## config.mk

```make
export PLATFORM = sky130hd
export DESIGN_NAME = mips_sort_sched
export DESIGN_NICKNAME = d
export VERILOG_FILES = /design/src/rtl/mips_sort_sched.sv
export SDC_FILE = /design/constraint.sdc
export NUM_CORES = 1
export LEC_CHECK = 0
export ABC_AREA = 1
export CORE_AREA = 10 10 737 739
export CTS_CLUSTER_SIZE = 14
export DETAILED_ROUTE_END_ITERATION = 12
export DIE_AREA = 0 0 747 749
export GPL_TIMING_DRIVEN = 0
export HOLD_SLACK_MARGIN = 0.08
export PLACE_DENSITY = 0.3
export SLEW_MARGIN = 30
export SYNTH_ARGS = -nofsm -noshare
export SYNTH_HDL_FRONTEND = slang
export SYNTH_SLANG_ARGS = --single-unit
```

## constraint.sdc

```tcl
create_clock -name clk -period 3.2 [get_ports clk]
set_input_delay 0.96 -clock clk [delete_from_list [all_inputs] [get_ports clk]]
set_output_delay 0.96 -clock clk [all_outputs]
set_load 0.05 [all_outputs]
```

## src/rtl/mips_sort_sched.sv

```systemverilog
// rtl/mips_sort_sched.sv - round-robin scheduler sharing one mips_sort core among NREQ requesters
// Optional WAIT-state watchdog is enabled by defining SORT_SCHED_TIMEOUT_EN.
module mips_sort_sched #(
  parameter int NREQ           = 4,
  parameter int IDW            = $clog2(NREQ),
  parameter int TIMEOUT_CYCLES = 4096
) (
  input  logic                  clk,
  input  logic                  rstn,
  input  logic [NREQ-1:0]       req,
  input  logic [NREQ*256-1:0]   req_data,
  output logic [NREQ-1:0]       gnt,
  output logic [255:0]          core_a,
  output logic                  core_start,
  input  logic [255:0]          core_out,
  input  logic [31:0]           core_ninst,
  input  logic                  core_done,
  output logic                  resp_valid,
  output logic [IDW-1:0]        resp_id,
  output logic [255:0]          resp_data,
  output logic [31:0]           resp_ninst,
  output logic                  resp_err,
  output logic                  busy,
  output logic [15:0]           jobs_done,
  output logic [31:0]           total_inst
);

  typedef enum logic [1:0] {S_IDLE, S_START, S_WAIT, S_RESP} state_t;

  if (NREQ < 2 || NREQ > 8 || IDW != $clog2(NREQ) || TIMEOUT_CYCLES < 1) begin : g_param_check
    $error("mips_sort_sched: illegal parameter combination");
  end

  state_t         state;
  logic [IDW-1:0] last;
  logic [IDW-1:0] cur_id;
  logic           done_q;
  logic           done_edge;
  logic           grant_any;
  logic [IDW-1:0] grant_idx;
  logic [255:0]   grant_data;
  logic [32:0]    inst_sum;
  int             cand;
  logic [IDW-1:0] cand_idx;

  // Search last+1, last+2, ... so the most recently served requester goes last.
  always_comb begin
    grant_any = 1'b0;
    grant_idx = '0;
    cand      = 0;
    cand_idx  = '0;
    for (int k = 1; k <= NREQ; k++) begin
      cand = int'(last) + k;
      if (cand >= NREQ) cand = cand - NREQ;
      cand_idx = IDW'(cand);
      if (!grant_any && req[cand_idx]) begin
        grant_any = 1'b1;
        grant_idx = cand_idx;
      end
    end
  end

  always_comb begin
    grant_data = '0;
    for (int i = 0; i < NREQ; i++) begin
      if (grant_idx == IDW'(i)) grant_data = req_data[i*256 +: 256];
    end
  end

  always_comb begin
    gnt = '0;
    if (state == S_IDLE && grant_any) gnt[grant_idx] = 1'b1;
  end

  assign done_edge = core_done && !done_q;
  assign busy      = (state != S_IDLE);
  assign inst_sum  = {1'b0, total_inst} + {1'b0, resp_ninst};

`ifdef SORT_SCHED_TIMEOUT_EN
  localparam logic [31:0] TMO_LAST = 32'(TIMEOUT_CYCLES - 1);
  logic [31:0] wait_cnt;
  logic        err_q;
  assign resp_err = err_q;
`else
  assign resp_err = 1'b0;
`endif

  always_ff @(posedge clk or negedge rstn) begin
    if (!rstn) begin
      state      <= S_IDLE;
      last       <= IDW'(NREQ - 1);
      cur_id     <= '0;
      core_a     <= '0;
      core_start <= 1'b0;
      done_q     <= 1'b0;
      resp_valid <= 1'b0;
      resp_id    <= '0;
      resp_data  <= '0;
      resp_ninst <= '0;
      jobs_done  <= '0;
      total_inst <= '0;
`ifdef SORT_SCHED_TIMEOUT_EN
      wait_cnt   <= '0;
      err_q      <= 1'b0;
`endif
    end else begin
      done_q     <= core_done;
      core_start <= 1'b0;
      resp_valid <= 1'b0;
      case (state)
        S_IDLE: begin
          if (grant_any) begin
            core_a     <= grant_data;
            cur_id     <= grant_idx;
            last       <= grant_idx;
            core_start <= 1'b1;
            state      <= S_START;
          end
        end
        S_START: begin
`ifdef SORT_SCHED_TIMEOUT_EN
          wait_cnt <= '0;
`endif
          state <= S_WAIT;
        end
        S_WAIT: begin
          // Only a rising done counts; a level left high by the previous job is ignored.
          if (done_edge) begin
            resp_data  <= core_out;
            resp_ninst <= core_ninst;
            resp_id    <= cur_id;
            resp_valid <= 1'b1;
`ifdef SORT_SCHED_TIMEOUT_EN
            err_q      <= 1'b0;
`endif
            state      <= S_RESP;
          end
`ifdef SORT_SCHED_TIMEOUT_EN
          else if (wait_cnt == TMO_LAST) begin
            resp_data  <= '0;
            resp_ninst <= '0;
            resp_id    <= cur_id;
            resp_valid <= 1'b1;
            err_q      <= 1'b1;
            state      <= S_RESP;
          end else begin
            wait_cnt <= wait_cnt + 32'd1;
          end
`endif
        end
        S_RESP: begin
          if (!resp_err) begin
            jobs_done  <= jobs_done + 16'd1;
            total_inst <= inst_sum[32] ? 32'hFFFF_FFFF : inst_sum[31:0];
          end
          state <= S_IDLE;
        end
        default: state <= S_IDLE;
      endcase
    end
  end

endmodule

```

==> impl_metrics.toml <==
[finish]
finalNonFillerCells = 14330
synthToLayoutAreaGrowth_pct = 93.43
design_area_um2 = 69180
num-fill-cells = 61260
drive_gt1_frac = 0.1002
layout.nets = 8455

[global_route]
grt_pass1_vias = 46100
grt-ovfl-total = 0
grt_max_degree = 98
antenna_found_initial = 551
grt_pass1_wl_um = 636600
grt_use_total = 0.1811

[power_and_ir_drop]
switching_share = 0.6217
power_switching_mw = 65.04
internal_power_mw = 39.58
leakage_nw = 31.12
peakVddDrop_mv = 0.5841
combPwrFrac = 0.740
clkPwrFrac = 0.122
power_frac_seq = 0.138
powerDensity_nw_per_um2 = 1512

[timing]
fmax_mhz = 247.6
relSlewSlack = 0.3031
setup_ws_ns = -0.8385
skew_ns = 0.1277
finalCritPeriodShare = 1.262
tightest_slew_ns = 1.050
report.final.slew_viol_count = 0
holdWs_ns = 0.4746
tns_ns = -3.883
period_minus_slack_ns = 4.039
hold_viol_final = 0
rsz0062_at_grt = "yes"
setup_viol_count_final = 14

[detailed_routing]
ant_nets = 0
viasPerCell = 3.276
wl_per_cell_um = 37.05
wl_um = 531000
drc = 0
vias = 46940
drt_iter0_drc = 4338
firstDrtPassIters = 5

[clocking]
cts_made_buffers = 107
path_clk_slew_ns = 0.06
insertion_delay_ns = 0.94
cts_sinks = 603
cts_root_buffer = "clkbuf_16"
cts_max_level = 3
cts_tree = "built"
max-clock-path-buffers = 4

[placement]
dp_cells = 13940
placed_area_um2 = 63950
port_buffers = 1919
place_ws_ns = -2.498
gp_congestion = 0.9218
dp_hpwl_um = 474100

[die]
die_w_um = 747
core_um2 = 527800
initial_core_util = 0.06776
die_y_um = 749
rows = 267
ioPinCount = 1921
dieArea_um2 = 559500

[critical_path]
path_cells = "clkdlybuf4s50_1 -> nand2_4 -> and2_4 -> or2_4 -> buf_4 -> nor2_4 -> nor2_4 -> buf_12 -> clkinv_8 -> clkbuf_16 -> nand2_8 -> nor2_4 -> buf_12"
critical_path_class = "input port to primary output"
slowest_stage = "clkdlybuf4s50_1"
required_ns = 2.24
start_kind = "input port"
end_kind = "primary output"
max_stage_delay_ns = 0.60
cp_common_cell = "nor2_4"
r2r-end = "core_a[156]"
cp_max_fo = 4
r2r_start = "last[0]"
worstRegToRegCells = 16
crit_arrival_ns = 3.08
crit_family = "buffers and inverters"
crit_buf_inv = 6
r2r_slack_ns = -0.18

[hold_path]
hp-start = "resp_data[120]"
min_path_cells = 2
hold_class = "flop to flop"
hold_path_end = "resp_data[120]"

[yosys]
syn_area_per_cell_um2 = 7.129
yosysTopAreaCellShare = 0.4205
synth_cells = 5017
ys.warnings.count = 0
syn-num-nets = 6374
ys_seq_elements = 603
yosysSeqAreaShare = 0.4220
synth.cell_area_um2 = 35760
synth_flop_cell = "dfrtp_1"
synthTopCellsByArea = "dfrtp_1, nand2_1, nand3_1"
synth_top_cell_by_area = "dfrtp_1"
synth_edf_count = 0
yosysUniqueCellTypes = 36
synthArstFlopShare = 1.000

[flow_run]
cap_violations = 0

[outcome]
status = "finished with violations"
violations = "setup timing"
## layout by cell type, fill, tap and decap left out, types with 14 or more instances in the layout
cell type,instances
nand2_1,2043
clkdlybuf4s50_1,1523
nand3_1,777
dfrtp_1,586
inv_1,337
dlygate4sd2_1,325
nand3b_1,258
o21bai_1,240
buf_2,174
diode_2,153
clkbuf_16,110
nor2_1,108
clkbuf_1,99
buf_4,70
nand3_2,37
ha_1,36
o21ai_0,33
a21oi_1,32
clkbuf_2,29
buf_6,29
nand2_2,26
clkdlybuf4s15_2,26
clkinv_2,23
o21bai_2,22
clkbuf_8,21
buf_16,19
buf_12,18
xor2_1,17
xnor2_1,15
clkbuf_4,14
dfrtp_2,14
## power groups by stage
stage	clock network (mW)	registers (mW)	logic (mW)
floorplan	0	25.0	27.4
global placement	0	14.7	76.2
detailed placement	0	14.5	75.7
CTS	13.5	14.5	76.9
global route	13.5	14.9	82.5
finish	12.8	14.4	77.4
## worst reg2reg max path, stage by stage, from the launching register on
cell      delay (ns)
dfstp_2         0.57
buf_8           0.14
nand2_4         0.05
and2_4          0.14
or2_4           0.23
nand2_2         0.08
nor2_4          0.04
inv_4           0.08
nand2_8         0.11
clkinv_8        0.12
buf_4           0.42
buf_6           0.39
buf_4           0.31
nand2_1         0.09
inv_1           0.44
nand2_1         0.13
nand2_1         0.08
## synth_stat cells, types with 3 or more instances
master / count
nand2_1: 2082
nand3_1: 814
dfrtp_1: 601
inv_1: 340
o21bai_1: 265
nand3b_1: 258
buf_2: 204
clkbuf_1: 123
nor2_1: 113
ha_1: 37
o21ai_0: 33
a21oi_1: 32
buf_6: 18
xor2_1: 17
xnor2_1: 15
buf_4: 10
nor3_1: 10
nand4_1: 9
a31oi_1: 8
inv_2: 6
nor2_2: 3
## cell families (layout without fill, tap and decap cells)
logic type | Yosys count | after routing | synth area share
other cells | 1 | 154 | 0.0001049
compound gates | 344 | 344 | 0.06742
simple gates | 3296 | 3296 | 0.4033
xor+xnor | 32 | 32 | 0.007837
buf+inv | 703 | 2870 | 0.08589
fa+ha+maj | 38 | 38 | 0.01350
flops | 603 | 603 | 0.4220
## layer usage
| metal | GRT usage | share of wire | vias up |
|---|---|---|---|
| met2 | 0.2999 | 0.46 | 2691 |
| li1 | - | - | 20500 |
| met3 | 0.09411 | 0.12 | 934 |
| met1 | 0.2094 | 0.39 | 22510 |
| met4 | 0.03325 | 0.024 | 302 |
| met5 | 0 | 0.0036 | - |
## timing repair
action	4_1_cts	5_1_grt
buffers inserted	25	23
endpoints found under the setup margin	769	284
pin swaps	22	24
hold endpoints to repair	19	0
cloned	1	1
hold buffers	1	0
resized for setup	677	163
## stage by stage
step	utilization	total power [mW]
2_1_floorplan	-	52.48
3_3_place_gp	0.1209	90.81
3_5_place_dp	0.1212	90.24
4_1_cts	0.1290	104.9
5_1_grt	0.1306	110.9
6_report	0.1311	104.6
## cell type report
cell class                      count  area [um2]  share of cell area
Buffer                            349        2271             0.03283
Inverter                          347        1343             0.01941
Clock inverter                     54       594.3            0.008591
Clock buffer                      141        3037             0.04389
Multi-Input combinational cell   3711       18180              0.2628
Sequential cell                   603       15110              0.2185
Antenna cell                      153       382.9            0.005534
Timing Repair Buffer             1979       19510              0.2820
Tap cell                         6994        8751              0.1265
## state kept, by name (all words and copies together), names as in the netlist
name / count
core_a: 256
resp_data: 256
resp_ninst: 32
total_inst: 32
jobs_done: 16
cur_id: 2
last: 2
resp_id: 2
state: 2
core_start: 1
done_q: 1
resp_valid: 1
## how the worst max path moves through the flow
stage / from / to / slack (ns) / cells after the start
3_5_place_dp: req[2] / gnt[2] / -2.50 / 14
4_1_cts: last[0] / gnt[2] / -1.02 / 14
3_3_place_gp: rstn / jobs_done[1] / -36.01 / 1
5_1_grt: last[0] / gnt[2] / -0.97 / 16
6_report: req[3] / gnt[2] / -0.84 / 13
2_1_floorplan: req[2] / gnt[2] / -0.02 / 12
(Power assumes the default switching activity.)
